==> config.mk <==
export PLATFORM = sky130hd
export DESIGN_NAME = imm_gen_pipe
export DESIGN_NICKNAME = d
export VERILOG_FILES = /design/src/rtl/imm_gen_pipe.sv
export SDC_FILE = /design/constraint.sdc
export NUM_CORES = 1
export LEC_CHECK = 0
export ABC_AREA = 0
export CAP_MARGIN = 15
export CORE_ASPECT_RATIO = 1.25
export CORE_MARGIN = 3
export CORE_UTILIZATION = 31
export CTS_CLUSTER_DIAMETER = 50
export DETAILED_ROUTE_END_ITERATION = 7
export MAX_ROUTING_LAYER = met4
export PLACE_DENSITY = 0.54
export SLEW_MARGIN = 20
export SYNTH_ARGS = -nofsm -noshare
export SYNTH_HDL_FRONTEND = slang
export SYNTH_SLANG_ARGS = --single-unit
==> constraint.sdc <==
create_clock -name clk -period 4.3 [get_ports clk]
set_input_delay 0.86 -clock clk [delete_from_list [all_inputs] [get_ports clk]]
set_output_delay 0.86 -clock clk [all_outputs]
set_load 0.01 [all_outputs]
==> src/rtl/imm_gen_pipe.sv <==
// imm_gen_pipe
//   Registered RISC-V immediate generator for the decode stage. An instruction
//   word and its sideband tag (normally the PC) arrive over a valid/ready
//   handshake. The immediate, format code and illegal flag are decoded
//   combinationally on the input side and registered, so results appear one
//   clock after acceptance. A second (skid) entry gives one instruction per
//   clock under backpressure while keeping in_ready a pure flop output.
//
// Parameters
//   XLEN   immediate width, 32 or 64 (anything else stops elaboration)
//   TAG_W  width of the tag sideband, carried through untouched
//
// Ports
//   clk, rst_n              clock (rising edge), async active-low reset
//   flush                   synchronous drop of every buffered entry
//   in_valid/in_ready       input handshake (in_ready registered)
//   in_inst, in_tag         instruction word and its tag
//   out_valid/out_ready     output handshake
//   out_imm                 sign/zero-extended immediate
//   out_fmt                 0 NONE, 1 I, 2 S, 3 B, 4 U, 5 J, 6 Z (CSR zimm)
//   out_illegal             opcode could not be decoded
//   out_tag                 tag travelling with the instruction on out_*
module imm_gen_pipe #(
    parameter int XLEN  = 32,
    parameter int TAG_W = 32
) (
    input  logic             clk,
    input  logic             rst_n,
    input  logic             flush,
    input  logic             in_valid,
    output logic             in_ready,
    input  logic [31:0]      in_inst,
    input  logic [TAG_W-1:0] in_tag,
    output logic             out_valid,
    input  logic             out_ready,
    output logic [XLEN-1:0]  out_imm,
    output logic [2:0]       out_fmt,
    output logic             out_illegal,
    output logic [TAG_W-1:0] out_tag
);

    generate
        if ((XLEN != 32) && (XLEN != 64)) begin : g_bad_xlen
            $error("imm_gen_pipe: XLEN must be 32 or 64");
        end
    endgenerate

    typedef enum logic [1:0] {
        ST_EMPTY,
        ST_MAIN,
        ST_SKID
    } state_t;

    localparam logic [2:0] FMT_NONE = 3'd0;
    localparam logic [2:0] FMT_I    = 3'd1;
    localparam logic [2:0] FMT_S    = 3'd2;
    localparam logic [2:0] FMT_B    = 3'd3;
    localparam logic [2:0] FMT_U    = 3'd4;
    localparam logic [2:0] FMT_J    = 3'd5;
    localparam logic [2:0] FMT_Z    = 3'd6;

    localparam logic [6:0] OPC_LOAD      = 7'b0000011;
    localparam logic [6:0] OPC_MISC_MEM  = 7'b0001111;
    localparam logic [6:0] OPC_OP_IMM    = 7'b0010011;
    localparam logic [6:0] OPC_AUIPC     = 7'b0010111;
    localparam logic [6:0] OPC_OP_IMM_32 = 7'b0011011;
    localparam logic [6:0] OPC_STORE     = 7'b0100011;
    localparam logic [6:0] OPC_OP        = 7'b0110011;
    localparam logic [6:0] OPC_LUI       = 7'b0110111;
    localparam logic [6:0] OPC_OP_32     = 7'b0111011;
    localparam logic [6:0] OPC_BRANCH    = 7'b1100011;
    localparam logic [6:0] OPC_JALR      = 7'b1100111;
    localparam logic [6:0] OPC_JAL       = 7'b1101111;
    localparam logic [6:0] OPC_SYSTEM    = 7'b1110011;

    localparam bit IS_RV64 = (XLEN == 64);

    // Decoded view of the instruction currently on in_inst
    logic [XLEN-1:0] dec_imm;
    logic [2:0]      dec_fmt;
    logic            dec_illegal;
    logic [6:0]      opcode;
    logic [2:0]      funct3;

    assign opcode = in_inst[6:0];
    assign funct3 = in_inst[14:12];

    // Sign extension relies on sizing a $signed() operand up to XLEN.
    always_comb begin
        dec_imm     = '0;
        dec_fmt     = FMT_NONE;
        dec_illegal = 1'b0;
        if (in_inst[1:0] != 2'b11) begin
            dec_illegal = 1'b1;
        end else begin
            unique case (opcode)
                OPC_LOAD, OPC_OP_IMM, OPC_JALR: begin
                    dec_fmt = FMT_I;
                    dec_imm = XLEN'($signed(in_inst[31:20]));
                end
                OPC_OP_IMM_32: begin
                    if (IS_RV64) begin
                        dec_fmt = FMT_I;
                        dec_imm = XLEN'($signed(in_inst[31:20]));
                    end else begin
                        dec_illegal = 1'b1;
                    end
                end
                OPC_STORE: begin
                    dec_fmt = FMT_S;
                    dec_imm = XLEN'($signed({in_inst[31:25], in_inst[11:7]}));
                end
                OPC_BRANCH: begin
                    dec_fmt = FMT_B;
                    dec_imm = XLEN'($signed({in_inst[31], in_inst[7], in_inst[30:25],
                                             in_inst[11:8], 1'b0}));
                end
                OPC_LUI, OPC_AUIPC: begin
                    dec_fmt = FMT_U;
                    dec_imm = XLEN'($signed({in_inst[31:12], 12'b0}));
                end
                OPC_JAL: begin
                    dec_fmt = FMT_J;
                    dec_imm = XLEN'($signed({in_inst[31], in_inst[19:12], in_inst[20],
                                             in_inst[30:21], 1'b0}));
                end
                OPC_SYSTEM: begin
                    // funct3 5..7 are the CSR immediate forms; 4 is unassigned
                    if (funct3 >= 3'd5) begin
                        dec_fmt = FMT_Z;
                        dec_imm = XLEN'(in_inst[19:15]);
                    end else if (funct3 == 3'd4) begin
                        dec_illegal = 1'b1;
                    end
                end
                OPC_OP, OPC_MISC_MEM: begin
                end
                OPC_OP_32: begin
                    dec_illegal = !IS_RV64;
                end
                default: begin
                    dec_illegal = 1'b1;
                end
            endcase
        end
    end

    state_t          state_q, state_d;
    logic [XLEN-1:0] main_imm_q, main_imm_d;
    logic [2:0]      main_fmt_q, main_fmt_d;
    logic            main_ill_q, main_ill_d;
    logic [TAG_W-1:0] main_tag_q, main_tag_d;
    logic [XLEN-1:0] skid_imm_q, skid_imm_d;
    logic [2:0]      skid_fmt_q, skid_fmt_d;
    logic            skid_ill_q, skid_ill_d;
    logic [TAG_W-1:0] skid_tag_q, skid_tag_d;

    logic in_fire;
    logic out_fire;

    // Both handshake outputs come straight from the state flop.
    assign in_ready    = (state_q != ST_SKID);
    assign out_valid   = (state_q != ST_EMPTY);
    assign in_fire     = in_valid && in_ready;
    assign out_fire    = out_valid && out_ready;
    assign out_imm     = main_imm_q;
    assign out_fmt     = main_fmt_q;
    assign out_illegal = main_ill_q;
    assign out_tag     = main_tag_q;

    // Next-state logic. The main entry is what drives out_*; it only changes
    // when it is empty or being consumed, which keeps out_* stable under stall.
    // Flush wins over any accept in the same clock.
    always_comb begin
        state_d    = state_q;
        main_imm_d = main_imm_q;
        main_fmt_d = main_fmt_q;
        main_ill_d = main_ill_q;
        main_tag_d = main_tag_q;
        skid_imm_d = skid_imm_q;
        skid_fmt_d = skid_fmt_q;
        skid_ill_d = skid_ill_q;
        skid_tag_d = skid_tag_q;
        if (flush) begin
            state_d = ST_EMPTY;
        end else begin
            unique case (state_q)
                ST_EMPTY: begin
                    if (in_fire) begin
                        state_d    = ST_MAIN;
                        main_imm_d = dec_imm;
                        main_fmt_d = dec_fmt;
                        main_ill_d = dec_illegal;
                        main_tag_d = in_tag;
                    end
                end
                ST_MAIN: begin
                    if (in_fire && out_fire) begin
                        main_imm_d = dec_imm;
                        main_fmt_d = dec_fmt;
                        main_ill_d = dec_illegal;
                        main_tag_d = in_tag;
                    end else if (in_fire) begin
                        state_d    = ST_SKID;
                        skid_imm_d = dec_imm;
                        skid_fmt_d = dec_fmt;
                        skid_ill_d = dec_illegal;
                        skid_tag_d = in_tag;
                    end else if (out_fire) begin
                        state_d = ST_EMPTY;
                    end
                end
                ST_SKID: begin
                    if (out_fire) begin
                        state_d    = ST_MAIN;
                        main_imm_d = skid_imm_q;
                        main_fmt_d = skid_fmt_q;
                        main_ill_d = skid_ill_q;
                        main_tag_d = skid_tag_q;
                    end
                end
                default: begin
                    state_d = ST_EMPTY;
                end
            endcase
        end
    end

    always_ff @(posedge clk or negedge rst_n) begin
        if (!rst_n) begin
            state_q    <= ST_EMPTY;
            main_imm_q <= '0;
            main_fmt_q <= FMT_NONE;
            main_ill_q <= 1'b0;
            main_tag_q <= '0;
            skid_imm_q <= '0;
            skid_fmt_q <= FMT_NONE;
            skid_ill_q <= 1'b0;
            skid_tag_q <= '0;
        end else begin
            state_q    <= state_d;
            main_imm_q <= main_imm_d;
            main_fmt_q <= main_fmt_d;
            main_ill_q <= main_ill_d;
            main_tag_q <= main_tag_d;
            skid_imm_q <= skid_imm_d;
            skid_fmt_q <= skid_fmt_d;
            skid_ill_q <= skid_ill_d;
            skid_tag_q <= skid_tag_d;
        end
    end

endmodule
==> results.yml <==
outcome:
  status: "complete, no violations"
timing:
  tns_ns: 0
  max_freq_mhz: 325
  grt_setup_unrepaired: "false"
  hold_violations: 0
  slew_viol_final: 0
  finalCriticalPeriod_ns: 3.08
  finalSetupViolCount: 0
  max_slew_margin_pct: 36.8
  worst_slew_pin_slew_ns: 0.948
  fin_crit_sh_pct: 71.6
  fin_hold_ws_ns: 0.475
  skew_ns: 0.00812
global_route:
  grt_max_degree: 92
  grt_pass1_vias: 5255
  antenna_found_initial: 0
  overflow: 0
  grt_pass1_wl_um: 28800
  track_usage_pct: 17.0
clock_tree:
  postCtsSetupBuffers: 0
  clk_latency_ns: 0.42
  post_cts_resized: 0
  cts_buffers: 17
  cts_root_buf: "clkbuf_16"
  cts_tree: "yes"
  path_clk_slew_ns: 0.06
  htreeDepth: 4
  numClockSinks: 138
  holdBufCountCts: 0
  clock_path_buffers: 2
worst_setup_path:
  reg2reg_from: "state_q[1]"
  startpoint_type: "input pin"
  end_kind: "flop"
  critPathArrivalTime_ns: 3.33
  worstPathRequired_ns: 4.55
  rr_endpoint: "skid_imm_q[29]"
  crit_fanout: 13
  worstSetupPathType: "input pin to flop"
  r2r_setup_slack_ns: 1.87
  worst-r2r-cell-count: 4
drt:
  viasPerCell: 4.83
  drc: 0
  drt-total-wl_um: 18000
  wl_per_cell_um: 16.2
  vias: 5378
  drt_iter0_drc: 343
  dr.pass1.iters: 5
  ant_nets: 0
logic_synthesis:
  synth_area_um2: 6280
  synth_edf_count: 0
  syn_inst: 716
  synth-async-reset-ratio_pct: 100
  ys_ff_latch: 138
  synth_top_area_cell: "dfrtp_1"
  yosysWarnings: 0
  synth_ff_type: "dfrtp_1"
  avgSynthCellArea_um2: 8.77
  synth_top_cell_area_share_pct: 55.0
  synth.distinct_cells: 49
  synth_nets: 785
  netlist_top_cells_count: "nand2_1, dfrtp_1, nor2_1"
  synth_most_common_cell: "nand2_1"
  ys_top_cells_by_area: "dfrtp_1, nand2_1, nor2_1"
  seq_area_frac_synth_pct: 55.0
power:
  irDropWorstVdd_mv: 0.274
  p_per_area_nw_per_um2: 446
  leakage_nw: 3.63
  finalPower_mw: 3.75
place:
  io_buffers: 138
  placed_area_um2: 7880
  dp_hpwl_um: 11600
  place_congestion: 0.849
  dp.cells: 1081
final_layout:
  fill_cells: 1983
  nNetsFinal: 904
  diodes: 0
  fin_area_um2: 8430
  fin_cells: 1113
  drive_gt1_share_pct: 8.61
  area_growth_pct: 34.2
floorplan:
  rows: 57
  die-area_um2: 22000
  die_height_um: 165
  ios: 139
  core-area_um2: 19700
  dieWidth_um: 133
  start_util_pct: 31.9
worst_hold_path:
  hold_end: "skid_tag_q[12]"
  min_path_cells: 2
  worstHoldStart: "skid_tag_q[12]"
  hold_path_class: "flop to flop"
flow_run:
  maxCapViolCount: 0
worst max-delay path, stage by stage:
cell             delay, ns
clkdlybuf4s50_1       0.68
nand4bb_1             0.45
or2_4                 0.21
o21ai_2               0.16
a21oi_1               0.81
a21oi_1               0.16
routing by layer:
| metal | vias to the layer above | global-route usage [%] | routed length (um) |
|---|---|---|---|
| met5 | - | - | 0 |
| met4 | 0 | 5.00 | 265 |
| met3 | 17 | 3.61 | 737 |
| met2 | 124 | 27.4 | 8720 |
| met1 | 2591 | 21.9 | 8270 |
| li1 | 2646 | - | - |
power by group:
part,internal [mW],total [mW],switching [mW]
Sequential,1.54,1.67,0.132
Clock,0.793,1.36,0.567
Combinational,0.377,0.725,0.348
Total,2.71,3.75,1.05
state kept, by name, indices dropped and copies added, names as in the netlist:
register / count
state_q: 2
skid_fmt_q: 3
skid_ill_q: 1
out_tag: 32
out_imm: 32
skid_tag_q: 32
out_illegal: 1
out_fmt: 3
skid_imm_q: 32
worst max-delay path by stage:
| stage | start | to | slack, ns |
|---|---|---|---|
| after detailed placement | in_inst[3] | skid_imm_q[21] | 0.80 |
| after global routing | in_inst[3] | skid_imm_q[21] | 1.10 |
| after CTS | in_inst[3] | skid_imm_q[21] | 1.25 |
| final | in_inst[3] | skid_imm_q[29] | 1.22 |
| after floorplan | in_inst[6] | out_imm[0] | 2.08 |
| after global placement | in_inst[3] | skid_imm_q[28] | 0.87 |
kinds of logic after synthesis:
family | count (synthesis) | synth area share [%]
muxes | 2 | 0.339
DFF | 138 | 55.0
and+or+nand+nor | 368 | 24.5
buffers and inverters | 55 | 4.12
AOI/OAI and AO/OA | 153 | 16.0
metrics by stage:
stage | util (%) | setup slack (ns)
final | 42.8 | 1.22
after global routing | 42.8 | 1.10
after CTS | 42.8 | 1.25
after detailed placement | 40.0 | 0.801
after global placement | 40.0 | 0.867
after floorplan | - | 2.08
area by class of cell:
type / count / area [um^2] / area share [%]
Sequential cell: 138 / 3450 / 41.0
Clock buffer: 21 / 480 / 5.70
Multi-Input combinational cell: 523 / 2590 / 30.7
Timing Repair Buffer: 149 / 1480 / 17.5
Clock inverter: 11 / 71.3 / 0.846
Tap cell: 265 / 332 / 3.93
Inverter: 6 / 22.5 / 0.267
cell usage in the layout (no fill, tap or decap), types with 8 or more instances in the layout:
| cell | n |
|---|---|
| buf_4 | 10 |
| nand2_1 | 221 |
| nand3_1 | 16 |
| nor2_1 | 88 |
| o21ai_0 | 29 |
| a21boi_0 | 8 |
| clkdlybuf4s50_1 | 137 |
| dfrtp_1 | 138 |
| a31oi_1 | 32 |
| a211oi_2 | 12 |
| clkbuf_16 | 17 |
| nor3_1 | 15 |
| a21oi_1 | 45 |
No activity file was read; power rests on OpenSTA's default activity.
